--- src/rtl/jk_cmd_sequencer.sv ---
// Command FIFO feeding a J/K drive sequencer, with a built-in reference model of the
// downstream JK flip-flop and a sticky disagreement flag.
module jk_cmd_sequencer #(
  parameter int DEPTH = 4,
  parameter int CNT_W = 4
) (
  input  logic             clk,
  input  logic             rst_n,
  input  logic             cmd_valid,
  output logic             cmd_ready,
  input  logic [1:0]       cmd_op,
  input  logic [CNT_W-1:0] cmd_rep,
  output logic             j,
  output logic             k,
  input  logic             yout,
  output logic             busy,
  output logic             q_model,
  output logic             model_valid,
  output logic             mismatch
);

  localparam int PTR_W = $clog2(DEPTH);
  localparam logic [PTR_W:0] FULL_CNT = (PTR_W + 1)'(DEPTH);

  typedef enum logic {IDLE, RUN} state_t;

  state_t           state;
  logic [1:0]       op_mem  [DEPTH];
  logic [CNT_W-1:0] rep_mem [DEPTH];
  logic [PTR_W-1:0] wr_ptr;
  logic [PTR_W-1:0] rd_ptr;
  logic [PTR_W:0]   count;
  logic [CNT_W-1:0] counter;
  logic             fifo_empty;
  logic             push;
  logic             pop;

  assign fifo_empty = (count == '0);
  assign cmd_ready  = (count != FULL_CNT);
  assign push       = rst_n && cmd_valid && cmd_ready;
  // The executor takes the head whenever it is idle or its current command has run out.
  assign pop        = !fifo_empty && ((state == IDLE) || (counter == '0));
  assign busy       = (state == RUN) || !fifo_empty;

  always_ff @(posedge clk) begin
    if (push) begin
      op_mem[wr_ptr]  <= cmd_op;
      rep_mem[wr_ptr] <= cmd_rep;
    end
  end

  always_ff @(posedge clk) begin
    if (!rst_n) begin
      wr_ptr <= '0;
      rd_ptr <= '0;
      count  <= '0;
    end else begin
      if (push) wr_ptr <= wr_ptr + PTR_W'(1);
      if (pop)  rd_ptr <= rd_ptr + PTR_W'(1);
      case ({push, pop})
        2'b10:   count <= count + (PTR_W + 1)'(1);
        2'b01:   count <= count - (PTR_W + 1)'(1);
        default: count <= count;
      endcase
    end
  end

  always_ff @(posedge clk) begin
    if (!rst_n) begin
      state   <= IDLE;
      counter <= '0;
      j       <= 1'b0;
      k       <= 1'b0;
    end else begin
      case (state)
        IDLE: begin
          if (!fifo_empty) begin
            {j, k}  <= op_mem[rd_ptr];
            counter <= rep_mem[rd_ptr];
            state   <= RUN;
          end else begin
            j <= 1'b0;
            k <= 1'b0;
          end
        end
        RUN: begin
          if (counter != '0) begin
            counter <= counter - CNT_W'(1);
          end else if (!fifo_empty) begin
            {j, k}  <= op_mem[rd_ptr];
            counter <= rep_mem[rd_ptr];
          end else begin
            j     <= 1'b0;
            k     <= 1'b0;
            state <= IDLE;
          end
        end
        default: state <= IDLE;
      endcase
    end
  end

  // The check uses q_model and model_valid as they stood before this edge's update.
  always_ff @(posedge clk) begin
    if (!rst_n) begin
      q_model     <= 1'b0;
      model_valid <= 1'b0;
      mismatch    <= 1'b0;
    end else begin
      if (model_valid && (yout != q_model)) mismatch <= 1'b1;
      if (j ^ k) model_valid <= 1'b1;
      case ({j, k})
        2'b01:   q_model <= 1'b0;
        2'b10:   q_model <= 1'b1;
        2'b11:   q_model <= ~q_model;
        default: q_model <= q_model;
      endcase
    end
  end

endmodule

--- config.mk ---
export PLATFORM = sky130hd
export DESIGN_NAME = jk_cmd_sequencer
export DESIGN_NICKNAME = d
export VERILOG_FILES = /design/src/rtl/jk_cmd_sequencer.sv
export SDC_FILE = /design/constraint.sdc
export NUM_CORES = 1
export LEC_CHECK = 0
export CORE_UTILIZATION = 30
export CTS_BUF_LIST = sky130_fd_sc_hd__clkbuf_16
export CTS_CLUSTER_SIZE = 16
export DETAILED_ROUTE_END_ITERATION = 8
export GPL_TIMING_DRIVEN = 0
export MAX_ROUTING_LAYER = met4
export PLACE_DENSITY_LB_ADDON = 0.3
export SLEW_MARGIN = 20
export SYNTH_ARGS = -nofsm -noshare
export SYNTH_HDL_FRONTEND = slang
export SYNTH_SLANG_ARGS = --single-unit
--- constraint.sdc ---
create_clock -name clk -period 2.53 [get_ports clk]
set_clock_uncertainty 0.2 [all_clocks]
set_input_delay 0.3795 -clock clk [delete_from_list [all_inputs] [get_ports clk]]
set_output_delay 0.3795 -clock clk [all_outputs]
set_load 0.1 [all_outputs]
# Word-level counts from Yosys, hierarchy flattened
# Memory sizes are Yosys's and may differ from the RTL's. A register that Yosys moved wholly into a read port is not among the register bits.
# Cells that the tools add are included.
dict set report classes {
  n_addsub 5
  n_eq_ne 8
  mux 20
  bitwise 3
  n_reduce_logical 12
}
# operator count
set op_table {}
lappend op_table {{$mux W1} 8}
lappend op_table {{$mux W2} 4}
lappend op_table {{$mux W4} 2}
lappend op_table {{$pmux W4 S2} 1}
lappend op_table {{$eq A2 B2 Y1 const B} 3}
lappend op_table {{$pmux W1 S2} 3}
lappend op_table {{$pmux W3 S2} 1}
lappend op_table {{$add A2 B1 Y2 const B} 2}
lappend op_table {{$eq A2 B1 Y1 const B} 2}
lappend op_table {{$logic_and A1 B1 Y1} 4}
lappend op_table {{$logic_not A4 Y1} 1}
lappend op_table {{$reduce_bool A4 Y1} 1}
lappend op_table {{$sub A4 B1 Y4 const B} 1}
lappend op_table {{$add A3 B1 Y3 const B} 1}
lappend op_table {{$logic_not A3 Y1} 1}
lappend op_table {{$ne A3 B3 Y1 const B} 1}
lappend op_table {{$pmux W1 S3} 1}
lappend op_table {{$reduce_bool A3 Y1} 1}
lappend op_table {{$sub A3 B1 Y3 const B} 1}
lappend op_table {{$logic_or A1 B1 Y1} 2}
lappend op_table {{$ne A2 B2 Y1 const B} 1}
lappend op_table {{$not A1 Y1} 2}
lappend op_table {{$reduce_bool A2 Y1} 1}
lappend op_table {{$logic_not A1 Y1} 1}
lappend op_table {{other kinds (2)} 2}
dict set report totals {
  regBits 17
  mem_bits_rw 24
  inputBits 10
  out_inout_bits 7
  word_cells 60
  mem_count 2
}
# memory depth width rd rd_clocked_by_memory_dff wr line_no
set mem_list {}
lappend mem_list {rep_mem 4 4 1 1 1 29} ;# logic [CNT_W-1:0] rep_mem [DEPTH];
lappend mem_list {op_mem 4 2 1 1 1 28} ;# logic [1:0] op_mem [DEPTH];

# Depth between registers and ports, before layout
# Gate-level depths: netlist of run 1.
dict set report logic_depth {
  depth_word 5
  ltp_mapped 10
  mapped_depth_nobuf 10
}

# Worst setup path before layout of run 1
# OpenSTA, ideal clock, no wires.
dict set report synth_path {
  path_kind {register -> register}
  from {reg count[0]}
  to {reg count[2]}
  setup_ps 76
  arrival_time_ps 2670
  required_time_ps 2254
  slack_ps -416
  path_stages_with_launch 9
  path_buffers 0
  path_cell_list {dfxtp_1 > or3b_1 > nand3_1 > ha_1 > inv_1 > fa_1 > xor2_1 > or3_1 > a21boi_0}
}
dict set report synth_via {
  elab_cells_between_ends 11
}
# item line_no
set synth_lines {}
lappend synth_lines {{from (decl)} 32} ;# logic [PTR_W:0] count;
lappend synth_lines {{from (signal assigned)} 61} ;# 2'b10: count <= count + (PTR_W + 1)'(1);
lappend synth_lines {{from (signal assigned)} 62} ;# 2'b01: count <= count - (PTR_W + 1)'(1);
lappend synth_lines {{from (signal assigned)} 63} ;# default: count <= count;
lappend synth_lines {{$ne A3 B3 Y1 (*)} 39} ;# assign cmd_ready = (count != FULL_CNT);
lappend synth_lines {{named net cmd_ready} 10} ;# output logic cmd_ready,
lappend synth_lines {{$logic_and A1 B1 Y1 (*)} 40} ;# assign push = rst_n && cmd_valid && cmd_ready;
lappend synth_lines {{$eq A2 B1 Y1 or $eq A2 B2 Y1 (tied branches)} 60} ;# case ({push, pop})
lappend synth_lines {{$pmux W3 S2 or $reduce_bool A2 Y1 (tied branches)} n/a}
# Mark *: on every way through the listed nets, which the timed path passes. The rest lies on a longest branch.
# A chain may end at the register's enable or synchronous reset.

# Worst setup path in the final report of run 1
dict set report layout_path {
  from {reg counter[0]}
  to {reg count[2]}
}
dict set report layout_via {
  elab_chain_cells 5
  elab_cells_between_ends 7
}
# item line_no
set layout_lines {}
lappend layout_lines {{from (decl)} 33} ;# logic [CNT_W-1:0] counter;
lappend layout_lines {{from (signal assigned)} 79} ;# counter <= rep_mem[rd_ptr];
lappend layout_lines {{from (signal assigned)} 88} ;# counter <= counter - CNT_W'(1);
lappend layout_lines {{from (signal assigned)} 91} ;# counter <= rep_mem[rd_ptr];
lappend layout_lines {{$logic_not A4 Y1 (*)} 42} ;# assign pop = !fifo_empty && ((state == IDLE) || (counter == '0));
lappend layout_lines {{$logic_or A1 B1 Y1 (*)} 42}
lappend layout_lines {{$logic_and A1 B1 Y1 (*)} 42}
lappend layout_lines {{named net pop} 36} ;# logic pop;
lappend layout_lines {{$eq A2 B1 Y1 or $eq A2 B2 Y1 (tied branches)} 60}
lappend layout_lines {{$pmux W3 S2 or $reduce_bool A2 Y1 (tied branches)} n/a}
# Marked as above.

==> impl_metrics.csv, run 1 <==
group,metric,value,unit
run_status,status,"finished, violations left",
run_status,violations,"setup timing",
routing,drt-initial-drc-count,79,
timing,rsz0062_at_grt,"true",
synthesis,syn_nets,164,
timing,worst_pin_slew,0.971,ns
critical_path,endpoint,"count[2]",
timing,fin_ws,-0.0272,ns
cts,cts-root-buf,"clkbuf_16",
critical_path,crit_path_top_delay_cell,"or3b_4",
final_layout,area_growth,24.1,%
floorplan,initial_core_util,0.313,
floorplan,fp.coreArea,5960,um2
cts,clkTransAtPathRegs,0.06,ns
power,vdd_drop_max,0.000622,V
global_routing,antenna_found_initial,0,
routing,vias_per_cell,4.59,
global_routing,track_usage,0.124,
routing,antenna_left,0,
synthesis,syn_area,1870,um2
cts,clkLatencyLatePin,0.28,ns
final_layout,num-nets-final,191,
synthesis,yosysTopAreaCellShare,0.386,
final_layout,multi_input_area,712,um2
synthesis,ys_top_cells_by_area,"edfxtp_1 (39%), dfxtp_1 (20%), mux4_2 (7.2%)",
timing,slew_violations,0,
routing,vias,1134,
cts,hold_buffers,0,
timing,tns,-0.0272,ns
global_routing,grt_overflow,0,
synthesis,netlist_instances,144,
critical_path,cp-end-kind,"flop",
cts,clock-sinks,43,
floorplan,die_x,80.9,um
floorplan,die-area,6540,um2
placement,io_buffers,15,
cts,h-tree-depth,2,
timing,fmax,391,MHz
power,cellLeakagePower,0.847,nW
critical_path,path_class,"flop to flop",
global_routing,grt_pass1_wl,5.67,mm
placement,dp_hpwl,2.50,mm
timing,setup_viol,1,
placement,placed_cells,234,
final_layout,stdcell_count,247,
final_layout,drive_above_1_share,0.186,
floorplan,pin_count,17,
synthesis,ys_seq_area_frac,0.590,
critical_path,r2r-end,"count[2]",
critical_path,critPathBufInv,2,
global_routing,grt_pass1_vias,1165,
routing,route.detailed.drc,0,
critical_path,rr_worst_depth,10,
run,cap_violations,0,
routing,finalWirelength,3.53,mm
synthesis,ys_types,36,
min_path,min_from,"model_valid",
critical_path,r2r-start,"counter[0]",
timing,fin_crit_sh,1.01,
routing,routedWlPerCell,14.3,um
routing,drt-pass1-iter-count,4,
critical_path,cp.arrival,2.57,ns
floorplan,die_y,80.9,um
final_layout,diodes,0,
critical_path,slowest_delay,0.39,ns
synthesis,yosys.area.top_type,"edfxtp_1",
timing,slew_headroom,0.351,
min_path,min_path_type,"flop to flop",
final_layout,regArea,1100,um2
floorplan,rows,28,
synthesis,syn_avg_cell_area,13.0,um2
critical_path,cp_top_family,"simple AND/OR/NAND/NOR gates",
critical_path,crit_path_start_kind,"flop",
critical_path,worstPathRequired,2.54,ns
power,finalPower,0.00271,W
critical_path,crit_chain,"inv_2 > ha_4 > or3b_4 > a21oi_4 > ha_2 > inv_1 > fa_2 > xor2_1 > or3_1 > a21boi_1",
power,power.density,1170,nW/um2
synthesis,ys_warn_count,0,
critical_path,reg2reg_slack,-0.03,ns
cts,numCtsBuffers,5,
final_layout,filler_cell_count,583,
global_routing,grt_start_max_net_pins,16,
placement,gp_congestion,0.774,
cts,cts_tree,"built",
final_layout,postLayoutCoreUtil,0.389,
critical_path,critical_path_cell_count,10,
timing,min_period,2.56,ns
critical_path,startpoint,"counter[0]",
cts,clockBufferDepth,2,
critical_path,worstPathMaxFanout,4,
timing,hold_viol,0,
synthesis,ys_ff_latch,43,
## power breakdown
group	switching [W]	leakage, nW	total [W]	internal [W]
logic	0.000673	0.406	0.00111	0.000432
clock network	0.000261	0.0664	0.000630	0.000368
registers	0.000119	0.375	0.000979	0.000860
total	0.00105	0.847	0.00271	0.00166
## through the flow
stage          worst slack (ns)  cell area, um2  hold WS, ns
2_1_floorplan          -0.00303            1880        0.249
3_3_place_gp             -0.102            2120        0.264
3_5_place_dp             -0.199            2120        0.287
4_1_cts                 -0.0595            2300        0.302
5_1_grt                 -0.0907            2320        0.317
6_report                -0.0272            2320        0.294
## cell usage after synthesis
library cell / number
a31oi_1: 1
ha_1: 9
dfxtp_1: 19
mux2i_1: 2
a21boi_1: 2
a21oi_1: 5
o311a_1: 1
or3b_4: 1
inv_1: 16
and2_4: 1
o21ai_0: 3
buf_2: 1
xor2_1: 3
nand2_1: 12
or3b_1: 1
fa_1: 1
o31ai_1: 1
nand3_1: 3
clkbuf_1: 2
and3_1: 1
a21oi_4: 1
a21boi_0: 1
nor2_1: 4
o21ba_1: 1
mux4_2: 6
or3_1: 2
nor3_2: 1
a22oi_1: 2
nor2b_1: 4
and2_1: 5
o311ai_0: 1
o211ai_1: 1
xnor2_1: 2
edfxtp_1: 24
nand2b_1: 2
o21a_1: 2
## kinds of logic (layout without fill, tap and decap cells)
kind of cell | Yosys count | count (layout) | share of synthesized area
AO/OA/AOI/OAI | 22 | 22 | 0.0852
flip-flops | 43 | 43 | 0.590
XOR/XNOR | 5 | 5 | 0.0235
buffers and inverters | 19 | 47 | 0.0389
multiplexers | 8 | 8 | 0.0832
AND/OR/NAND/NOR | 37 | 37 | 0.108
adder cells (fa/ha/maj) | 10 | 10 | 0.0711
## registers in the layout, summed over array words and instances (netlist names), named ones only
register and flops:
op_mem 8, count 3, q_model 1, mismatch 1
state 1, k 1, rep_mem 16, rd_ptr 2
j 1, wr_ptr 2, model_valid 1, counter 4
## layout make-up
type	instances	area share
multi-input cells	82	0.307
flip-flops and latches	43	0.477
plain buffers	3	0.00540
well taps	75	0.0405
clock inverters	3	0.0103
repair buffers	20	0.0800
inverters	16	0.0259
clock buffers	5	0.0540
## timing repair
item	CTS	global route
pin swaps	2	1
setup endpoints to repair	4	1
buffers inserted	3	2
resized for setup	6	1
## per-layer routing
layer / wire, um / vias to the layer above / part of all wire / global-route usage
met5: 0 / - / 0 / -
met4: 42 / 0 / 0.012 / 0.0518
met3: 165 / 4 / 0.047 / 0.0326
met2: 1740 / 31 / 0.49 / 0.208
met1: 1580 / 538 / 0.45 / 0.141
li1: - / 561 / - / -
## layout by cell type, fill, tap and decap left out, types with 3 or more instances in the layout
master           count
buf_4                5
clkbuf_16            5
a21boi_1             3
nand2_1             12
and2_1               5
o21ai_0              3
a21oi_1              5
ha_1                 7
inv_1               14
nor2b_1              4
clkdlybuf4s50_1     13
dfxtp_1             17
mux4_2               6
nand3_1              3
xor2_1               3
edfxtp_1            24
nor2_1               4
## worst min-delay path by stage
stage                  end  slack [ns]  cells past startpoint
4_1_cts        model_valid        0.30                      1
3_5_place_dp   model_valid        0.29                      1
6_report       model_valid        0.29                      1
3_3_place_gp     rd_ptr[1]        0.26                      2
5_1_grt        model_valid        0.32                      1
2_1_floorplan         flop        0.25                      2
Power figures use the tool's default switching activity.
==> inputs of run 2 (changes only) <==
--- a/config.mk
+++ b/config.mk
@@ -7,7 +7,6 @@
 export LEC_CHECK = 0
 export CORE_UTILIZATION = 30
 export CTS_BUF_LIST = sky130_fd_sc_hd__clkbuf_16
-export CTS_CLUSTER_SIZE = 16
 export DETAILED_ROUTE_END_ITERATION = 8
 export GPL_TIMING_DRIVEN = 0
 export MAX_ROUTING_LAYER = met4
==> results of run 2 <==
Same layout as run 1: the final DEF is identical, and so are final timing and power.
